File: config.mk
export PLATFORM = sky130hd
export DESIGN_NAME = daq_readout_sched
export DESIGN_NICKNAME = d
export VERILOG_FILES = /design/src/rtl/daq_readout_sched.sv
export SDC_FILE = /design/constraint.sdc
export NUM_CORES = 1
export LEC_CHECK = 0
export BUFFER_PORTS_ARGS = -buffer_cell sky130_fd_sc_hd__buf_2
export CAP_MARGIN = 10
export CORE_ASPECT_RATIO = 1.4
export CORE_UTILIZATION = 30
export DETAILED_ROUTE_END_ITERATION = 6
export PLACE_DENSITY_LB_ADDON = 0.15
export SYNTH_ARGS = -nofsm -noshare
export SYNTH_HDL_FRONTEND = slang
export SYNTH_SLANG_ARGS = --single-unit
File: constraint.sdc
create_clock -name clk -period 2.2 [get_ports clk]
set_clock_uncertainty 0.15 [all_clocks]
set_input_delay 0.22 -clock clk [delete_from_list [all_inputs] [get_ports clk]]
set_output_delay 0.22 -clock clk [all_outputs]
set_load 0.005 [all_outputs]
File: src/rtl/daq_readout_sched.sv
// Readout scheduler: counts queued L1A events and launches one frame at a time (START, WAIT with watchdog, GAP).
// l1a_acc -> rd_start two cycles later when idle; trig_stop holds off new frames, l1a_busy throttles the L1A source.
module daq_readout_sched #(
    parameter int unsigned TIMEOUT = 1023,
    parameter int unsigned GAP     = 2
) (
    input  logic        clk,
    input  logic        hard_rst,
    input  logic        l1a_acc,
    input  logic        rd_done,
    input  logic        trig_stop,
    input  logic        cfg_req,
    input  logic [3:0]  busy_thresh,
    output logic        rd_start,
    output logic        config_report,
    output logic [3:0]  pending,
    output logic        l1a_busy,
    output logic [11:0] readout_count,
    output logic        overflow,
    output logic        timeout_err
);

    typedef enum logic [1:0] {
        S_IDLE,
        S_START,
        S_WAIT,
        S_GAP
    } state_t;

    localparam logic [9:0] TMO_LAST = 10'(TIMEOUT);
    localparam logic [1:0] GAP_LAST = 2'(GAP - 1);

    state_t     state;
    logic [9:0] wdog;
    logic [1:0] gap_cnt;
    logic       cfg_pend;
    logic       in_start;

    assign in_start = (state == S_START);
    assign l1a_busy = (busy_thresh != 4'd0) && (pending >= busy_thresh);

    always_ff @(posedge clk) begin
        if (!hard_rst) begin
            state         <= S_IDLE;
            wdog          <= '0;
            gap_cnt       <= '0;
            cfg_pend      <= 1'b1;
            rd_start      <= 1'b0;
            config_report <= 1'b0;
            pending       <= '0;
            readout_count <= '0;
            overflow      <= 1'b0;
            timeout_err   <= 1'b0;
        end else begin
            rd_start <= 1'b0;

            // The START pop and a new arrival cancel, so a full queue never overflows while popping.
            if (l1a_acc && !in_start) begin
                if (pending == 4'd15) begin
                    overflow <= 1'b1;
                end else begin
                    pending <= pending + 4'd1;
                end
            end else if (!l1a_acc && in_start) begin
                pending <= pending - 4'd1;
            end

            if (cfg_req) begin
                cfg_pend <= 1'b1;
            end

            case (state)
                S_IDLE: begin
                    if (pending != 4'd0 && !trig_stop) begin
                        state         <= S_START;
                        rd_start      <= 1'b1;
                        config_report <= cfg_pend;
                        // A request arriving now belongs to the following frame.
                        cfg_pend      <= cfg_req;
                    end
                end
                S_START: begin
                    state <= S_WAIT;
                    wdog  <= '0;
                end
                S_WAIT: begin
                    if (rd_done) begin
                        readout_count <= readout_count + 12'd1;
                        state         <= S_GAP;
                        gap_cnt       <= '0;
                    end else if (wdog == TMO_LAST) begin
                        timeout_err <= 1'b1;
                        state       <= S_GAP;
                        gap_cnt     <= '0;
                    end else begin
                        wdog <= wdog + 10'd1;
                    end
                end
                S_GAP: begin
                    if (gap_cnt == GAP_LAST) begin
                        state         <= S_IDLE;
                        config_report <= 1'b0;
                    end else begin
                        gap_cnt <= gap_cnt + 2'd1;
                    end
                end
                default: state <= S_IDLE;
            endcase
        end
    end

endmodule

* Word level (Yosys, flattened, before mapping)
Index checks and enable logic that the tools add are counted.
W data, S select, Z words.
** Cells by class
- Add/sub/neg operators :: 5
- Magnitude comparators :: 1
- Equal/unequal tests :: 13
- Mux-type cells :: 22
- Bitwise gates (word level) :: 1
- Reduce and logical (&&, ||, !) cells :: 23
** Operators by type and width (count)
- $mux W10 :: 2
- $pmux W10 S2 :: 1
- $reduce_and A3 Y1 :: 5
- $mux W2 :: 7
- $add A12 B1 Y12 const B :: 1
- $mux W4 :: 3
- $ne A2 B2 Y1 const B :: 6
- $add A10 B1 Y10 const B :: 1
- $eq A10 B10 Y1 const B :: 1
- $pmux W2 S4 :: 1
- $reduce_and A2 Y1 :: 4
- $reduce_bool A2 Y1 :: 4
- $reduce_bool A4 Y1 :: 2
- $mux W1 :: 6
- $add A4 B1 Y4 const B :: 1
- $eq A2 B1 Y1 const B :: 2
- $eq A2 B2 Y1 const B :: 2
- $eq A4 B4 Y1 const B :: 1
- $ge A4 B4 Y1 :: 1
- $logic_and A1 B1 Y1 :: 4
- $pmux W2 S2 :: 1
- $sub A4 B1 Y4 const B :: 1
- $logic_not A1 Y1 :: 3
- $ne A3 B3 Y1 const B :: 1
- 4 further kinds :: 4
** Storage, ports and cells
- Flip-flop bits (word level) :: 35
- Output and inout port bits :: 21
- Word-level logic and storage cells :: 75

* Logic depth before layout (Yosys ltp)
Gate-level depths: netlist of run 1.
- Depth in word-level cells :: 5
- Depth in mapped cells :: 10

* Least setup slack after synthesis of run 1
Ideal clock, no wire load.
- Kind :: flip-flop to flip-flop
- Start :: register state[1]
- End :: register pending[3]
- Setup time :: 128 ps
- Arrival :: 1874 ps
- Required time :: 1922 ps
- Setup slack :: 48 ps
- Stages on the path, launching flop included :: 11
- Path buffers :: 0
- Cells stage by stage :: dfxtp_1 -> inv_1 -> ha_1 -> nor2b_1 -> inv_1 -> ha_1 -> a21o_1 -> a21oi_1 -> mux2i_1 -> xnor2_1 -> nor2_1
** Between the ends
- Longest elaborated chain between the ends :: 5
- Elaborated cells on any way between the ends :: 8
** RTL lines
- from (decl) :: line 33 : state_t state;
- from (signal assigned) :: line 44 : state <= S_IDLE;
- from (signal assigned) :: line 75 : state <= S_START;
- from (signal assigned) :: line 83 : state <= S_WAIT;
- $eq A2 B1 Y1 (*) :: line 39 : assign in_start = (state == S_START);
- $logic_not A1 Y1 :: line 58 : if (l1a_acc && !in_start) begin
- $logic_and A1 B1 Y1 :: line 58
- $ne A2 B2 Y1 (no line) / $reduce_bool A2 Y1 (equally long branches)
- $reduce_and A2 Y1 (no line)
- to (signal assigned) :: line 62 : pending <= pending + 4'd1;
- to (signal assigned) :: line 65 : pending <= pending - 4'd1;
- to (decl) :: line 16 : output logic [3:0] pending,
Mark *: on every way between the ends. The rest lies on a longest branch, timed or not.
A chain may end at the register's enable or synchronous reset.

* Worst setup path after layout of run 1
- Start :: register pending[0]
- End :: output port l1a_busy
** Between the ends
- Longest elaborated chain between the ends :: 2
** RTL lines
- $ge A4 B4 Y1 :: line 40 : assign l1a_busy = (busy_thresh != 4'd0) && (pending >= busy_thresh);
- $logic_and A1 B1 Y1 :: line 40
- to (decl) :: line 17 : output logic l1a_busy,
No other way between the ends.

==> summary.txt, run 1 <==
Setup path
  • Slowest-stage cell, CP: dfxtp_2
  • Critical path arrival: approximately 1.7 ns
  • Buf+Inv Stages, Crit Path: 2
  • Critical Path Fanout Max: 2
  • CP dominant cell by count: a21o_1
  • Critical Path RT: between 1.5 and 2 ns
  • CP Cell Sequence: inv_1, ha_1, nand2b_1, a21o_1, a21o_1, a21oi_1, nor2_1, buf_2
  • CP Capture Type: output port
  • CP Class: flip-flop to output port
  • CP Launch Type: flip-flop
  • Crit-path max cell delay: 0.33 ns
  • CP top delay family: compound AO/OA/AOI/OAI gates

Final layout
  • Diode count: 0
  • Fin nets: 275
  • Fraction of final layout cells sized beyond drive strength 1: 23.4%
  • Area Overhead vs Synth: 21.9%
  • Final Util: a little under two fifths
  • Design area: between 2000 and 2500 µm²

Yosys
  • Post-synth top area share: 38.5%
  • Synth area leaders: dfxtp_1, ha_1, nor2_1
  • Cells after Synth: 210
  • Register bit count reported by yosys: 35
  • Synth cell types: 42
  • Yosys top cell by area: dfxtp_1
  • Synthesized cell area: 1820 µm²
  • Avg Inst Size Synth: 8.66 µm²
  • Yosys warnings: 0
  • Net count of the mapped netlist: roughly 230
  • Sequential area share after synthesis: about two fifths

Timing
  • Final Worst Setup Slack: about 0.13 ns
  • Count of pins over their slew limit: 0
  • Normalized max-slew margin: 48.3%
  • Final period utilization: 94.3%
  • Setup TNS: 0 ns
  • Hold Fails Final Rpt: 0
  • Worst slew pin tran: 0.775 ns
  • Min Tclk post-route: approximately 2.1 ns
  • RSZ-0062 raised after global routing: no
  • # setup viols final: 0
  • Highest Clock Rate: 482 MHz

CTS
  • Clock Latency Late Sink: 0.29 ns
  • CTS tree: built
  • Clk sink count: 35
  • Cts bufs inserted: 5
  • H-tree levels: 2
  • Clk pin slew, worst setup/hold paths: approximately 0.070 ns
  • Bufs on Longest Clock Path: 2
  • Clock Tree Root: clkbuf_8

GRT
  • Initial antenna violation count: 0
  • Vias in the first global route: 1379
  • Gr usage total: 12.5%
  • First-pass GRT wire length: 5950 µm
  • Total grt overflow: 0
  • Largest net degree at the start of global routing: 25

Run
  • Max-cap violations: 0

Routing
  • Routed Antenna Nets: 0
  • Post-route DRC: 0
  • First DRT Iteration DRCs: 49
  • Drt wl/cell: 11.6 µm
  • First-pass DRT Iterations: 4
  • DRT Wirelength: 3720 µm
  • Total vias in the final route: 1554
  • Via/cell ratio: 4.83

Min path
  • Worst hold path class: primary input to flip-flop

Floorplan
  • Core box area: 5860 µm²
  • Die ar.: 6380 µm²
  • Std-Cell Rows: 33
  • I/O Pins: 31
  • Die height: 94.1 µm
  • Die width: 67.8 µm
  • Initial core utilization: a little under a third

Power and ir drop
  • Peak VDD IR: 0.328 mV
  • Overall power: 0.00211 W
  • Power per cell area: about 950 nW/µm²
  • Pleak: between 0.9 and 1 nW

Placement
  • Setup WS pre-CTS: 0.0510 ns
  • Placed cell areas: 2090 µm²
  • Hpwl dp: 2710 µm
  • IO Port Bufs: 30
  • GPL Wtd Cong: 0.745

Run status
  • Status: finished, final reports clean
cells in the mapped netlist:
cell type  number
nor2_1         35
a211o_1         1
o2111ai_2       1
o211ai_2        1
or3_1           3
nand3_1         9
a21boi_1        1
xnor2_1         9
o2bb2ai_1       1
ha_1           13
a311oi_1        1
nand2_2         1
nand2b_1        3
a21o_1          3
xor2_1          8
inv_1          13
nor3_1          3
a41o_1          1
buf_4           1
nor4_1          2
o31a_4          1
o21a_1          2
nand4_2         1
and3_1          1
fa_1            1
nor2b_1         3
o21ai_1         1
a21oi_1        14
mux2i_1         4
clkbuf_1        1
buf_1           2
o211ai_1        1
a211oi_1        1
o31ai_4         1
and2b_2         1
nand2_1        17
nand4_1         3
a211oi_2        1
a2bb2oi_1       1
a31oi_1         3
o21ai_0         5
dfxtp_1        35
power breakdown:
part / switching [W] / internal [W]
clock: 0.000257 / 0.000221
sequential: 0.0000864 / 0.000715
combinational: 0.000423 / 0.000409
total: 0.000767 / 0.00134
through the flow:
stage | hold WS [ns] | instances
after floorplan | 0.169 | 210
after global placement | 0.259 | 313
after detailed placement | 0.267 | 313
after CTS | 0.0653 | 322
after global routing | 0.0775 | 322
final | 0.0759 | 322
placed cells by master (no fill, tap or decap), drive strengths merged, types with 2 or more instances in the layout:
| cell type | netlist | layout |
|---|---|---|
| inv | 13 | 13 |
| dfxtp | 35 | 35 |
| nand2b | 3 | 3 |
| nand4 | 4 | 4 |
| nor3 | 3 | 3 |
| o21a | 2 | 2 |
| nand2 | 18 | 18 |
| nand3 | 9 | 9 |
| nor2 | 35 | 35 |
| clkbuf | 1 | 5 |
| a21oi | 14 | 14 |
| or3 | 3 | 3 |
| o211ai | 2 | 2 |
| a31oi | 3 | 3 |
| clkinvlp | 0 | 2 |
| buf | 3 | 37 |
| o21ai | 6 | 6 |
| a21o | 3 | 3 |
| xor2 | 8 | 8 |
| nor2b | 3 | 3 |
| mux2i | 4 | 4 |
| ha | 13 | 13 |
| a211oi | 2 | 2 |
| nor4 | 2 | 2 |
| xnor2 | 9 | 9 |
worst paths after layout:
check / from / end / slack (ns) / depth (start not counted)
worst max register to register: state[0]$_SDFFE_PN0P_ / wdog[9]$_SDFFE_PN0P_ / 0.17 / 7
worst max-delay path: pending[0]$_SDFFE_PN0P_ / l1a_busy / 0.13 / 8
worst min-delay path: trig_stop / rd_start$_SDFF_PN0_ / 0.08 / 4
worst min register to register: timeout_err$_SDFFE_PN0P_ / timeout_err$_SDFFE_PN0P_ / 0.32 / 1
area by class of cell:
cell class	instances	area [µm²]
clock buffer	5	68.8
clock inverter	3	20.0
fill	612	3640
inverter	13	48.8
multi-input combinational	158	1080
sequential	35	703
tap	70	87.6
timing repair buffer	38	213
registers in the layout, summed over array words and instances (netlist names):
signal,cells
config_report,1
timeout_err,1
gap_cnt,2
readout_count,12
overflow,1
wdog,10
cfg_pend,1
rd_start,1
pending,4
state,2
tightest hold or removal path, stage by stage:
cell and delay [ns]:
buf_2 0.08, nor2_1 0.06, nand2_1 0.08, nor2_1 0.04
kinds of logic (layout without fill, tap and decap cells):
family	count (synthesis)	count (layout)	share of synthesized area, %
xor+xnor	17	17	8.18
fa+ha+maj	14	14	10.0
compound gates	41	41	16.6
mux	4	4	2.20
flops	35	35	38.5
buf+inv	17	59	3.71
simple gates	82	82	20.7
per-layer routing:
metal | up-vias | share of wire (%) | global-route usage (%)
li1 | 806 | - | -
met1 | 719 | 45 | 13.7
met2 | 22 | 49 | 21.2
met3 | 7 | 3.1 | 3.28
met4 | 0 | 2.2 | 6.60
met5 | - | 0 | 0
repair_timing:
action	in CTS	in global routing
hold endpoints to repair	1	0
buffers inserted	0	0
resized for setup	0	7
hold buffers	1	0
setup endpoints to repair	0	2
(Power assumes the default switching activity.)
==> run 2: changes to the inputs <==
==> constraint.sdc (replaced) <==
create_clock -name clk -period 2.2 [get_ports clk]
set_clock_uncertainty 0.15 [all_clocks]
set_input_delay 0 -clock clk [delete_from_list [all_inputs] [get_ports clk]]
set_output_delay 0 -clock clk [all_outputs]
set_load 0.005 [all_outputs]
==> run 2 against run 1 <==
Sequential power grew 0.9%. Sequential cell count is the same. Clock power grew 22%. Register-to-register slack lost 0.03 ns. Worst setup slack gained 0.015 ns. Via count is essentially flat. Final area grew 2.5%. Combinational power shrank 2%. Total power grew 4.7%. Core utilization grew 0.94 points.
==> summary.txt, run 2 (synthesized netlist as in run 1, its figures left out) <==
Setup path
  • Reg2reg end: wdog[9]$_SDFFE_PN0P_
  • Critical Path Fanout Max: 8
  • FF-to-FF setup slack: 0.14 ns
  • R2R cell count: 7
  • Critical path arrival: roughly 2.1 ns
  • Critical Path RT: 2.24 ns
  • Setup crit start: state[0]$_SDFFE_PN0P_
  • CP Launch Type: flip-flop
  • RR Startpoint: state[0]$_SDFFE_PN0P_
  • CP Capture Type: flip-flop
  • CP Class: flip-flop to flip-flop

Min path
  • WHS Endpoint: pending[3]$_SDFFE_PN0P_
  • Worst Hold Depth: 5
  • Worst hold path class: primary input to flip-flop
  • Hold Startpoint: l1a_acc

Routing
  • First-pass DRT Iterations: 4
  • Via/cell ratio: 4.78
  • Routed Antenna Nets: 0
  • Total vias in the final route: 1553
  • Drt wl/cell: between 10 and 15 µm
  • Post-route DRC: 0
  • First DRT Iteration DRCs: 38
  • DRT Wirelength: 3630 µm

Final layout
  • Fraction of final layout cells sized beyond drive strength 1: around 23%
  • Most common cell after layout, fill and taps aside: nor2_1
  • Diode count: 0
  • Most frequent cells in the layout: nor2_1, dfxtp_1, buf_2
  • Fin nets: 278
  • Biggest register: readout_count
  • Area Overhead vs Synth: 25.0%
  • Fill cells: 616
  • Max FFs per register: 12
  • Largest regs: readout_count: 12 flops, wdog: 10 flops, pending: 4 flops
  • Design area: 2270 µm²

Power and ir drop
  • Switch share: 34.1%
  • Pint: 0.00146 W
  • Peak VDD IR: roughly 0.39 mV
  • Sw Pwr: 0.000753 W
  • Clock power share: 26.4%
  • Part of the power in registers: 36.6%
  • Pleak: 0.996 nW
  • Logic pwr share: 37.0%
  • Overall power: 0.00221 W
  • Power per cell area: 973 nW/µm²

GRT
  • Largest net degree at the start of global routing: 25
  • Total grt overflow: 0
  • Initial antenna violation count: 0
  • First-pass GRT wire length: 6130 µm
  • Gr usage total: 12.7%
  • Vias in the first global route: 1478

Timing
  • RSZ-0062 raised after global routing: no
  • Count of pins over their slew limit: 0
  • Final Worst Setup Slack: 0.140 ns
  • Hold Fails Final Rpt: 0
  • Min Tclk post-route: 2.06 ns
  • # setup viols final: 0
  • Setup TNS: 0 ns
  • Final period utilization: 93.6%
  • Worst slew pin tran: between 0.7 and 0.8 ns
  • Highest Clock Rate: 486 MHz
  • Normalized max-slew margin: roughly half

Placement
  • GPL Wtd Cong: between 0.7 and 0.8
  • IO Port Bufs: 30
  • Setup WS pre-CTS: 0.0285 ns
  • Hpwl dp: about 2800 µm
  • Placed cell areas: 2080 µm²

CTS
  • Cts bufs inserted: 5
  • Clock Tree Root: clkbuf_8
  • Clk pin slew, worst setup/hold paths: 0.08 ns
  • CTS tree: built
  • H-tree levels: 2
  • Bufs on Longest Clock Path: 2
  • Clock Latency Late Sink: 0.29 ns
  • Clk sink count: 35

Floorplan
  • Initial core utilization: 31.0%
  • Die width: 67.8 µm
  • Die ar.: approximately 6400 µm²
  • I/O Pins: 31
  • Core box area: 5860 µm²
  • Die height: 94.1 µm
  • Std-Cell Rows: 33

Run status
  • Status: finished, final reports clean

Run
  • Max-cap violations: 0
-- run 2: cell count changes in the layout (fill, tap and decap cells not counted) --
cell	before	now
dlygate4sd3_1	1	5
clkinvlp_4	2	0
buf_4	7	6
bufinv_16	0	1
clkinv_4	0	1
dfxtp_1	33	34
dfxtp_2	2	1
inv_1	13	12
inv_2	0	1
-- run 2: layout make-up --
type                    instances  area, µm²  area share [%]
multi-input cells             158       1080            47.4
flip-flops and latches         35        702            30.9
repair buffers                 41        245            10.8
well taps                      70       87.6            3.85
clock buffers                   5       68.8            3.03
inverters                      13       48.8            2.15
clock inverters                 3       43.8            1.93
-- run 2: worst max-delay path by stage --
| stage | endpoint | slack [ns] | cells after the start |
|---|---|---|---|
| after global placement | pending[3]$_SDFFE_PN0P_ | 0.08 | 10 |
| after detailed placement | pending[3]$_SDFFE_PN0P_ | 0.03 | 10 |
| after CTS | pending[3]$_SDFFE_PN0P_ | 0.05 | 10 |
| after global routing | pending[3]$_SDFFE_PN0P_ | 0.006 | 10 |
| after floorplan | pending[3]$_SDFFE_PN0P_ | 0.05 | 10 |
| final | wdog[9]$_SDFFE_PN0P_ | 0.14 | 7 |
-- run 2: what timing repair did --
item | 4_1_cts | 5_1_grt
setup buffers | 0 | 0
hold buffers | 5 | 0
endpoints found under the hold margin | 9 | 0
pin swaps | 0 | 2
resized for setup | 1 | 6
setup endpoints to repair | 1 | 1
-- run 2: power by group through the flow --
stage | Clock [W] | Sequential, W | Combinational [W]
global route | 0.000633 | 0.000825 | 0.000929
finish | 0.000585 | 0.000809 | 0.000818
CTS | 0.000605 | 0.000807 | 0.000796
floorplan | 0 | 0.000811 | 0.000559
global placement | 0 | 0.000822 | 0.000778
detailed placement | 0 | 0.000821 | 0.000778
-- run 2: per-layer routing --
metal / track usage (%) / wire [µm] / vias up
li1: - / - / 813
met1: 13.1 / 1620 / 711
met2: 22.9 / 1840 / 24
met3: 3.03 / 121 / 5
met4: 6.25 / 57 / 0
met5: 0 / 0 / -
-- run 2: stage by stage --
step / utilization (%) / cells / hold WS (ns)
after floorplan: - / 210 / -0.0514
after global placement: 35.5 / 312 / 0.0392
after detailed placement: 35.5 / 312 / 0.0519
after CTS: 38.3 / 325 / 0.0786
after global routing: 38.8 / 325 / 0.154
final: 38.8 / 325 / 0.108
-- run 2: critical path, cell delays in order (launching register included) --
cell	delay (ns)
dfxtp_1	0.35
inv_1	0.09
ha_1	0.31
and2b_2	0.26
o31ai_4	0.12
a211oi_2	0.34
a31oi_1	0.13
a41o_1	0.20
